`src/rtl/multi_score_controller.sv`:
```
// ---------------------------------------------------------------------------
// multi_score_controller
//   Score keeper and game-flow FSM for up to eight players.
//   States: IDLE -> PLAY -> (HOLD -> PLAY)* -> OVER.
//   A PLAY cycle accepts at most one point, taking the lowest-index set bit.
//   HOLD ignores points until HOLDOFF_FRAMES frame_start pulses have passed.
//
// Configuration macro:
//   SCORE_DEUCE_EN  defined   : win needs score >= WIN_SCORE and a lead of
//                               at least 2 over every other player
//                   undefined : first player to reach WIN_SCORE wins
//
// Ports:
//   clk          clock
//   reset        asynchronous, active-low reset
//   game_start   start/restart pulse; beats any point/frame_start in the same cycle
//   frame_start  one pulse per video frame, counted only in HOLD
//   point        bit i pulses when player i earns a point
//   score_flat   player i score at [i*SCORE_W +: SCORE_W]
//   point_ack    one-hot pulse for the accepted point
//   game_state   0=IDLE 1=PLAY 2=HOLD 3=OVER
//   game_over    high while in OVER
//   winner       winning player index while game_over is high, else 0
// ---------------------------------------------------------------------------
module multi_score_controller #(
    parameter int unsigned NUM_PLAYERS    = 2,
    parameter int unsigned SCORE_W        = 8,
    parameter int unsigned WIN_SCORE      = 11,
    parameter int unsigned HOLDOFF_FRAMES = 2
) (
    input  logic                           clk,
    input  logic                           reset,
    input  logic                           game_start,
    input  logic                           frame_start,
    input  logic [NUM_PLAYERS-1:0]         point,
    output logic [NUM_PLAYERS*SCORE_W-1:0] score_flat,
    output logic [NUM_PLAYERS-1:0]         point_ack,
    output logic [1:0]                     game_state,
    output logic                           game_over,
    output logic [2:0]                     winner
);

    typedef enum logic [1:0] {
        IDLE = 2'd0,
        PLAY = 2'd1,
        HOLD = 2'd2,
        OVER = 2'd3
    } state_t;

    localparam logic [SCORE_W-1:0] WIN_VAL   = SCORE_W'(WIN_SCORE);
    localparam logic [SCORE_W-1:0] SCORE_MAX = '1;
    localparam logic [7:0]         HOLD_LAST = 8'(HOLDOFF_FRAMES - 1);

    state_t                 state_q, state_d;
    logic [SCORE_W-1:0]     score_q [NUM_PLAYERS];
    logic [SCORE_W-1:0]     score_d [NUM_PLAYERS];
    logic [7:0]             frame_cnt_q, frame_cnt_d;
    logic [NUM_PLAYERS-1:0] ack_d;
    logic [2:0]             winner_d;

    logic [NUM_PLAYERS-1:0] sel_oh;
    logic [2:0]             sel_idx;
    logic [SCORE_W-1:0]     sel_new;
    logic                   win_hit;

    // Lowest-index point wins; its saturated incremented score feeds the win check.
    always_comb begin
        sel_oh  = '0;
        sel_idx = '0;
        sel_new = '0;
        for (int unsigned i = 0; i < NUM_PLAYERS; i++) begin
            if (point[i] && (sel_oh == '0)) begin
                sel_oh[i] = 1'b1;
                sel_idx   = 3'(i);
                sel_new   = (score_q[i] == SCORE_MAX) ? score_q[i]
                                                      : score_q[i] + SCORE_W'(1);
            end
        end
    end

`ifdef SCORE_DEUCE_EN
    localparam logic [SCORE_W:0] LEAD = (SCORE_W+1)'(2);

    // Widened by one bit so other-score + 2 cannot wrap near saturation.
    always_comb begin
        win_hit = (sel_new >= WIN_VAL);
        for (int unsigned j = 0; j < NUM_PLAYERS; j++) begin
            if (!sel_oh[j] && ({1'b0, sel_new} < ({1'b0, score_q[j]} + LEAD)))
                win_hit = 1'b0;
        end
    end
`else
    always_comb begin
        win_hit = (sel_new == WIN_VAL);
    end
`endif

    always_comb begin
        state_d     = state_q;
        frame_cnt_d = frame_cnt_q;
        winner_d    = winner;
        ack_d       = '0;
        for (int unsigned i = 0; i < NUM_PLAYERS; i++)
            score_d[i] = score_q[i];

        if (game_start) begin
            state_d     = PLAY;
            frame_cnt_d = '0;
            winner_d    = '0;
            for (int unsigned i = 0; i < NUM_PLAYERS; i++)
                score_d[i] = '0;
        end else begin
            unique case (state_q)
                IDLE: ;
                PLAY: begin
                    if (|sel_oh) begin
                        for (int unsigned i = 0; i < NUM_PLAYERS; i++)
                            if (sel_oh[i]) score_d[i] = sel_new;
                        ack_d = sel_oh;
                        // Clearing here means a frame_start in the accepting
                        // cycle never counts toward the holdoff.
                        frame_cnt_d = '0;
                        if (win_hit) begin
                            state_d  = OVER;
                            winner_d = sel_idx;
                        end else begin
                            state_d = HOLD;
                        end
                    end
                end
                HOLD: begin
                    if (frame_start) begin
                        if (frame_cnt_q == HOLD_LAST) begin
                            state_d     = PLAY;
                            frame_cnt_d = '0;
                        end else begin
                            frame_cnt_d = frame_cnt_q + 8'd1;
                        end
                    end
                end
                OVER: ;
                default: ;
            endcase
        end
    end

    always_ff @(posedge clk or negedge reset) begin
        if (!reset) begin
            state_q     <= IDLE;
            frame_cnt_q <= '0;
            point_ack   <= '0;
            game_over   <= 1'b0;
            winner      <= '0;
            for (int unsigned i = 0; i < NUM_PLAYERS; i++)
                score_q[i] <= '0;
        end else begin
            state_q     <= state_d;
            frame_cnt_q <= frame_cnt_d;
            point_ack   <= ack_d;
            game_over   <= (state_d == OVER);
            winner      <= winner_d;
            for (int unsigned i = 0; i < NUM_PLAYERS; i++)
                score_q[i] <= score_d[i];
        end
    end

    assign game_state = state_q;

    always_comb begin
        score_flat = '0;
        for (int unsigned i = 0; i < NUM_PLAYERS; i++)
            score_flat[i*SCORE_W +: SCORE_W] = score_q[i];
    end

endmodule

```
`config.mk`:
```
export PLATFORM = sky130hd
export DESIGN_NAME = multi_score_controller
export DESIGN_NICKNAME = d
export VERILOG_FILES = /design/src/rtl/multi_score_controller.sv
export SDC_FILE = /design/constraint.sdc
export NUM_CORES = 1
export LEC_CHECK = 0
export BUFFER_PORTS_ARGS = -buffer_cell sky130_fd_sc_hd__clkbuf_2
export CORE_AREA = 2 2 63 79
export DETAILED_ROUTE_END_ITERATION = 8
export DIE_AREA = 0 0 65 81
export PLACE_DENSITY_LB_ADDON = 0.12
export SLEW_MARGIN = 20
export SYNTH_ARGS = -nofsm -noshare
export SYNTH_HDL_FRONTEND = slang
export SYNTH_SLANG_ARGS = --single-unit
```
`constraint.sdc`:
```
create_clock -name clk -period 3.3 [get_ports clk]
set_input_delay 0 -clock clk [delete_from_list [all_inputs] [get_ports clk]]
set_output_delay 0 -clock clk [all_outputs]
set_load 0.02 [all_outputs]
```
# == Yosys cells after proc, flatten, opt, wreduce, memory -nomap -nowiden ==
# Index checks and enable logic that the tools add are counted.
# totals
out_inout_bits,24
input_bits,6
wordCells,62
regBits,32
# classes
bitwise,1
mux,30
add_sub_neg,3
n_eq_ne,9
reduce_logical,12
# op_table
op,n
$mux W8,10
$mux W16,3
$add A8 B1 Y8 const B,3
$eq A8 B8 Y1 const B,2
$pmux W8 S2,1
$mux W2,7
$mux W3,4
$reduce_and A3 Y1,4
$reduce_bool A2 Y1,5
$eq A8 B1 Y1 const B,1
$eq A8 B4 Y1 const B,1
$ne A3 B3 Y1 const B,2
$eq A2 B2 Y1 const B,2
$mux W1,4
$pmux W2 S2,1
$reduce_bool A3 Y1,1
$eq A2 B1 Y1 const B,1
$reduce_or A2 Y1,1
$logic_and A1 B1 Y1,1
$not A1 Y1,1

# == Logic depth before layout (Yosys ltp) ==
# Gate-level depths: netlist (run 1).
# depth
word_depth,10
mapped_depth,8

# == Worst setup path after synthesis (run 1) ==
# OpenSTA, ideal clock, no wires.
# synth_timing
path_kind,register to register
from,register score_q (netlist bit score_flat[0])
to,register winner[0]
setup_ns,0.125
synth_period_minus_slack_ns,2.342
required_ns,3.175
path_stages_with_launch,8
arrival_ns,2.217
path_slack_ns,0.958
path_cell_list,dfrtp_1 -> ha_1 -> and3_2 -> nand3_1 -> a21o_1 -> a2111oi_2 -> and4bb_4 -> mux2_4
# synth_between
elab_chain_cells,7
word_cells_on_any_way,8
cone_classes,1 x add/sub; 2 x eq/ne; 3 x mux; 2 x reduce/logical
# synth_rtl
element,line_no,rtl
"start, declared",55,logic [SCORE_W-1:0] score_q [NUM_PLAYERS];
"start signal, assigned by index",163,score_q[i] <= score_d[i];
$add A8 B1 Y8 or $eq A8 B8 Y1 (tied branches),"76, 75",
$mux W8 *,75,sel_new = (score_q[i] == SCORE_MAX) ? score_q[i]
$mux W8 * (2 in series),72,if (point[i] && (sel_oh == '0)) begin
$eq A8 B4 Y1 *,94,win_hit = (sel_new == WIN_VAL);
$reduce_bool A2 Y1 (no source line) *,--,
$reduce_and A3 Y1 (no source line) *,--,
"end signal, assigned",161,winner <= winner_d;
"end, declared",40,output logic [2:0] winner
# Mark *: on every way between the ends. The rest lies on a longest branch, timed or not.
# A chain may end at the register's enable or synchronous reset.

# == Worst setup path in the final report (run 1) ==
# layout_timing
from,register score_q (netlist bit score_flat[9])
to,register winner[0]
# layout_between
elab_chain_cells,6
word_cells_on_any_way,7
cone_classes,1 x add/sub; 2 x eq/ne; 2 x mux; 2 x reduce/logical
# layout_rtl
element,line_no
$add A8 B1 Y8 or $eq A8 B8 Y1 (tied branches),"76, 75"
$mux W8 *,75
$mux W8 *,72
$eq A8 B4 Y1 *,94
$reduce_bool A2 Y1 (no source line) *,--
$reduce_and A3 Y1 (no source line) *,--
# Marked as above.

==> flow_summary.json, run 1 <==
{
  "hold_depth": 3,
  "hold_viol": 0,
  "grt_pass1_wl_um": 8570,
  "grt_overflow": 0,
  "cts.clk_slew.worst_paths_ns": 0.06,
  "setup_tns_ns": 0,
  "rrSetupSlack_ns": 0.76,
  "setup_viol": 0,
  "hold_class": "input pin to flip-flop",
  "m1WireLength_um": 2230,
  "post_drt_via_cell_ratio": 5.81,
  "start_util": 0.429,
  "end_kind": "flip-flop",
  "ys_async_sr_fraction": 1.00,
  "ys_seq_area_frac": 0.381,
  "area_delta_synth_final_pct": 13.2,
  "power_mw": 1.28,
  "final_cells": 310,
  "root_buffer": "clkbuf_8",
  "netlist_area_sq_um": 1970,
  "grt_pass1_vias": 1706,
  "worst-path-max-fanout": 7,
  "synth_top_cell_by_area": "dfrtp_1",
  "routed_wirelength_um": 5020,
  "crit_slowest_cell": "dfrtp_1",
  "cts-buffers-inserted": 5,
  "ys_top_cells_by_area": "dfrtp_1 38%, nor2_1 5.5%, o21ai_0 4.6%",
  "worstPathRequired_ns": 3.46,
  "layout_commonest_cell": "dfrtp_1",
  "arrival_ns": 2.70,
  "firstDrtPassIters": 4,
  "grt_use_total": 0.212,
  "clockBufferDepth": 2,
  "drt_iter0_markers": 102,
  "die_h_um": 81,
  "cts_sinks": 30,
  "fin_skew_ns": 0.0103,
  "die_x_um": 65,
  "rsz0062_at_grt": "false",
  "fin_ws_ns": 0.762,
  "relSlewSlack": 0.495,
  "nets": 261,
  "wl_met3_um": 152,
  "holdBufCountCts": 1,
  "drive_gt1_frac": 0.184,
  "yosys_warnings": 0,
  "cts_tree": "done",
  "maxUsedRoutingLayer": "met4",
  "worstHoldEndpoint": "game_state[1]$_DFF_PN0_",
  "grt_antenna_before_repair": 0,
  "worstReg2RegEnd": "winner[0]$_DFFE_PN0P_",
  "synth_edf_count": 0,
  "rows": 28,
  "grt_max_degree": 31,
  "cts_resized": 0,
  "startpoint_type": "flip-flop",
  "final_cell_mix": "30 x dfrtp_1, 29 x nor2_1, 27 x clkbuf_2",
  "period_needed_ns": 2.54,
  "post-cts-setup-buffers": 0,
  "synthDistinctLibCells": 56,
  "syn_area_per_cell_sq_um": 8.84,
  "core_sq_um": 4590,
  "outcome": "complete, no violations",
  "vias": 1800,
  "antenna_left": 0,
  "power-per-cell-area_nw_per_um2": 572,
  "finalCritPeriodShare": 0.769,
  "dr_wl_met2_um": 2550,
  "fmax_ghz": 0.394,
  "synth-seq-cells": 30,
  "worstReg2RegStart": "score_flat[9]$_DFFE_PN0P_",
  "dp_slack_ns": 0.789,
  "drv_slew": 0,
  "synth.top_cell.area_share": 0.381,
  "portBuffers": 27,
  "syn_inst": 223,
  "dieArea_sq_um": 5270,
  "power_leakage_nw": 0.964,
  "reg2reg_depth": 7,
  "io_pins": 30,
  "drc": 0,
  "post_drt_wl_per_cell_um": 16.2,
  "worst_pin_slew_ns": 0.758,
  "path_cells": "ha_1, nand4_1, o211a_1, o32a_1, a2111oi_2, and4bb_4, mux2_4",
  "htreeDepth": 2,
  "clock_latency_ns": 0.28,
  "worstHoldStart": "frame_start",
  "drv_cap": 0,
  "vdd_drop_max_mv": 0.316,
  "antennaDiodeCount": 0,
  "crit_type": "flip-flop to flip-flop",
  "synthFlopType": "dfrtp_1",
  "routabilityCongestion": 0.906,
  "dp_hpwl_um": 3640,
  "dp_cells": 301,
  "max_stage_delay_ns": 0.48
}
## synthesized netlist by cell type, types with 6 or more instances
master and number:
a21oi_1 8, a211oi_1 11, inv_1 6, nand3_1 11, dfrtp_1 30, o21ai_0 18
and3_1 9, nand2_1 9, nand2b_1 6, nor2_1 29, nor3_1 6, ha_1 6
mux2i_1 6
## sequential cells by signal, summed over array words and instances (netlist names)
signal,flops
point_ack,2
frame_cnt_q,8
game_over,1
winner,1
game_state,2
score_flat,16
## through the flow
stage / hold WS, ns / cell area, sq um / utilization
detailed placement: 0.117 / 2130 / 0.464
floorplan: -0.296 / 1970 / -
global route: 0.111 / 2230 / 0.486
CTS: 0.0849 / 2230 / 0.486
global placement: 0.113 / 2130 / 0.464
finish: 0.102 / 2230 / 0.486
## cells by family (layout without fill, tap and decap cells)
kind of cell	after synthesis	after routing	share of synthesized area
simple gates	97	97	0.272
compound gates	62	62	0.212
flops	30	30	0.381
buf+inv	16	42	0.0394
mux	7	7	0.0381
fa+ha+maj	6	6	0.0381
xor+xnor	4	4	0.0178
other cells	1	2	0.00190
## power by group
part,internal [mW],switching (mW),total (mW)
registers,0.422,0.0954,0.518
clock network,0.168,0.139,0.307
logic,0.170,0.283,0.452
total,0.760,0.517,1.28
## critical path, delay by kind of cell (launching register included)
family                   cells  cell delay (ns)
flip-flops                   1             0.48
multiplexers                 1             0.30
AND/OR/NAND/NOR              2             0.55
AO/OA/AOI/OAI                3             0.77
adder cells (fa/ha/maj)      1             0.33
## cell type report
class / count / area, sq um
fill: 454 / 2360
multi-input combinational: 178 / 1150
sequential: 30 / 751
timing repair buffer: 28 / 145
clock buffer: 7 / 86.3
tap: 60 / 75.1
inverter: 6 / 22.5
clock inverter: 1 / 5.00
## how the worst max path moves through the flow
stage	start	to	slack, ns	cells past startpoint
3_3_place_gp	score_flat[9]$_DFFE_PN0P_	winner[0]$_DFFE_PN0P_	0.83	7
5_1_grt	score_flat[9]$_DFFE_PN0P_	winner[0]$_DFFE_PN0P_	0.57	7
4_1_cts	score_flat[9]$_DFFE_PN0P_	winner[0]$_DFFE_PN0P_	0.77	7
6_report	score_flat[9]$_DFFE_PN0P_	winner[0]$_DFFE_PN0P_	0.76	7
3_5_place_dp	score_flat[9]$_DFFE_PN0P_	winner[0]$_DFFE_PN0P_	0.79	7
2_1_floorplan	score_flat[0]$_DFFE_PN0P_	winner[0]$_DFFE_PN0P_	0.96	7
## layer usage
| layer | up-vias | global-route usage |
|---|---|---|
| met5 | - | 0 |
| met4 | 0 | 0.0766 |
| met3 | 9 | 0.0360 |
| met2 | 37 | 0.364 |
| met1 | 878 | 0.268 |
| li1 | 876 | - |
(Power assumes the default switching activity.)
==> inputs of run 2 (changes only) <==
--- a/config.mk
+++ b/config.mk
@@ -5,10 +5,11 @@
 export SDC_FILE = /design/constraint.sdc
 export NUM_CORES = 1
 export LEC_CHECK = 0
+export ABC_AREA = 1
 export BUFFER_PORTS_ARGS = -buffer_cell sky130_fd_sc_hd__clkbuf_2
-export CORE_AREA = 2 2 63 79
+export CORE_AREA = 2 2 64 81
 export DETAILED_ROUTE_END_ITERATION = 8
-export DIE_AREA = 0 0 65 81
+export DIE_AREA = 0 0 66 83
 export PLACE_DENSITY_LB_ADDON = 0.12
 export SLEW_MARGIN = 20
 export SYNTH_ARGS = -nofsm -noshare
==> constraint.sdc (replaced) <==
create_clock -name clk -period 2 [get_ports clk]
set_input_delay 0 -clock clk [delete_from_list [all_inputs] [get_ports clk]]
set_output_delay 0 -clock clk [all_outputs]
set_load 0.02 [all_outputs]
==> run 2 against run 1 <==
Net effect:
- global-route usage decreased by 1.9 points
- total power is 39% higher
- first-iteration DRC count down 30%
- count of clock-buffer cells in the layout is the same
- non-clock buffer count rose by 3
- maximum frequency is 39% higher
- worst hold slack worse by 0.068 ns
- sequential power increased by 37%
- clock skew is 0.0044 ns lower
- critical endpoint is now game_over$_DFF_PN0_
- via count grew 10%
- synthesized area is 5.0% higher
- synthesized cell count increased by 32%
==> flow_summary.json, run 2 <==
{
  "cts.clk_slew.worst_paths_ns": 0.07,
  "routed_wirelength_um": 4900,
  "cts-buffers-inserted": 5,
  "power_frac_clock": 0.290,
  "design_area_sq_um": 2370,
  "drive_gt1_frac": 0.210,
  "hold_depth": 3,
  "startpoint_type": "flip-flop",
  "reg2reg_depth": 13,
  "worstHoldStart": "point[1]",
  "nets": 339,
  "fin_skew_ns": 0.00589,
  "core_sq_um": 4690,
  "rrSetupSlack_ns": 0.17,
  "drc": 0,
  "ys_seq_area_frac": 0.363,
  "synthDistinctLibCells": 35,
  "root_buffer": "clkbuf_8",
  "dp_cells": 379,
  "htreeDepth": 2,
  "synthTopCellsByCount": "71 x nand2_1, 42 x inv_1, 31 x nand3_1",
  "firstDrtPassIters": 4,
  "placed_area_sq_um": 2260,
  "clockBufferDepth": 2,
  "portBuffers": 27,
  "syn_area_per_cell_sq_um": 7.03,
  "syn_inst": 294,
  "rsz0062_at_grt": "false",
  "drv_slew": 0,
  "post-cts-setup-buffers": 0,
  "power_leakage_nw": 1.18,
  "setup_viol": 0,
  "relSlewSlack": 0.495,
  "ys_async_sr_fraction": 1.00,
  "area_delta_synth_final_pct": 14.4,
  "synth.most_common_cell": "nand2_1",
  "worstReg2RegStart": "score_flat[8]$_DFFE_PN0P_",
  "cts_tree": "done",
  "drt_iter0_markers": 71,
  "dieArea_sq_um": 5480,
  "synthFlopType": "dfrtp_1",
  "dp_hpwl_um": 3760,
  "start_util": 0.441,
  "netSwitchingPower_uw": 658,
  "largest_reg_flops": 16,
  "synth_top_cell_by_area": "dfrtp_1",
  "finalCritPeriodShare": 0.913,
  "layout_commonest_cell": "nand2_1",
  "seq_power_share": 0.398,
  "synth_edf_count": 0,
  "end_kind": "flip-flop",
  "p_sw_frac": 0.370,
  "yosys_warnings": 0,
  "crit_type": "flip-flop to flip-flop",
  "final_cell_mix": "71 x nand2_1, 42 x inv_1, 31 x nand3_1",
  "rows": 28,
  "grt_pass1_vias": 1909,
  "cts_sinks": 30,
  "hold_viol": 0,
  "synth.top_cell.area_share": 0.363,
  "clock_latency_ns": 0.29,
  "arrival_ns": 2.04,
  "io_pins": 30,
  "synth-seq-cells": 30,
  "antennaDiodeCount": 0,
  "grt_max_degree": 31,
  "fillers": 503,
  "vias": 1982,
  "fmax_ghz": 0.548,
  "vdd_drop_max_mv": 0.381,
  "worstHoldEndpoint": "point_ack[1]$_DFF_PN0_",
  "worst-path-max-fanout": 6,
  "netlist_area_sq_um": 2070,
  "outcome": "complete, no violations",
  "period_needed_ns": 1.83,
  "power-per-cell-area_nw_per_um2": 752,
  "grt_antenna_before_repair": 0,
  "worst_pin_slew_ns": 0.758,
  "post_drt_via_cell_ratio": 5.11,
  "pwr-share-comb": 0.311,
  "setup_tns_ns": 0,
  "grt_overflow": 0,
  "grt_pass1_wl_um": 8380,
  "worstPathRequired_ns": 2.22,
  "post_drt_wl_per_cell_um": 12.6,
  "grt_use_total": 0.193,
  "power.internal_mw": 1.12,
  "final_cells": 388,
  "die_h_um": 83,
  "drv_cap": 0,
  "routabilityCongestion": 0.843,
  "die_x_um": 66,
  "worstReg2RegEnd": "game_over$_DFF_PN0_",
  "hold_class": "input pin to flip-flop",
  "ys_top_cells_by_area": "dfrtp_1 36%, nand2_1 13%, inv_1 7.6%",
  "antenna_left": 0
}
==> run 2: cell types whose count changed after synthesis, moves of 7 or more <==
cell	previous run	this run
inv_2	0	7
and3_1	9	0
a211oi_1	11	0
nand2_1	9	71
nand2_2	0	7
inv_1	6	42
nand3_1	11	31
==> run 2: layout make-up <==
type | count | area [sq um] | share of cell area
repair buffers | 31 | 168 | 0.0709
multi-input cells | 209 | 1090 | 0.461
flip-flops and latches | 30 | 753 | 0.318
clock buffers | 7 | 86.3 | 0.0365
clock inverters | 1 | 5.00 | 0.00212
inverters | 50 | 188 | 0.0793
well taps | 60 | 75.1 | 0.0317
==> run 2: logic make-up (layout without fill, tap and decap cells) <==
group | count (synthesis) | count (layout) | synth area share
AO/OA/AOI/OAI | 44 | 44 | 0.119
buffers and inverters | 56 | 89 | 0.113
flip-flops | 30 | 30 | 0.363
adder cells (fa/ha/maj) | 6 | 6 | 0.0363
multiplexers | 1 | 1 | 0.00544
other | 1 | 2 | 0.00181
XOR/XNOR | 1 | 1 | 0.00424
AND/OR/NAND/NOR | 155 | 155 | 0.358
==> run 2: power by group through the flow <==
stage               clock network [mW]  registers, mW  logic, mW
floorplan                            0          0.772      0.336
global placement                     0          0.715      0.558
detailed placement                   0          0.717      0.554
CTS                              0.534          0.707      0.560
global route                     0.553          0.714      0.636
finish                           0.517          0.709      0.553
==> run 2: worst max-delay path by stage <==
stage,startpoint,to,slack (ns),cells past startpoint
after floorplan,score_flat[0]$_DFFE_PN0P_,game_over$_DFF_PN0_,0.21,13
after global placement,score_flat[0]$_DFFE_PN0P_,game_over$_DFF_PN0_,0.11,13
after detailed placement,score_flat[0]$_DFFE_PN0P_,game_over$_DFF_PN0_,0.08,13
after CTS,score_flat[0]$_DFFE_PN0P_,game_over$_DFF_PN0_,0.07,13
after global routing,score_flat[0]$_DFFE_PN0P_,game_over$_DFF_PN0_,0.0004,13
final,score_flat[8]$_DFFE_PN0P_,game_over$_DFF_PN0_,0.17,13
==> run 2: metrics by stage <==
step                utilization  hold slack (ns)  worst slack [ns]  power (mW)
global route              0.504           0.0688          0.000401        1.90
CTS                       0.503           0.0332            0.0669        1.80
detailed placement        0.481            0.123            0.0817        1.27
finish                    0.504           0.0342             0.174        1.78
global placement          0.481            0.113             0.110        1.27
floorplan                     -           -0.296             0.207        1.11
==> run 2: metal layers <==
metal	vias up	track usage	part of all wire
li1	1006	-	-
met1	918	0.237	0.42
met2	45	0.328	0.52
met3	13	0.0352	0.031
met4	0	0.0742	0.024
met5	-	0	0
==> run 2: what timing repair did <==
action	CTS	global route
resized for setup	0	3
endpoints found under the setup margin	0	3
hold buffers	1	0
endpoints found under the hold margin	30	0
==> run 2: worst max-delay path, cell delays in order, from the launching register on <==
cell,delay [ns]
dfrtp_2,0.41
ha_1,0.21
nand2_2,0.11
nor2_4,0.16
nand3_4,0.12
nand2_1,0.08
nand3_1,0.09
nand2_1,0.10
nand2_2,0.06
nor2_4,0.09
nand3_2,0.10
nand2_2,0.07
nand2_2,0.05
a21oi_2,0.10
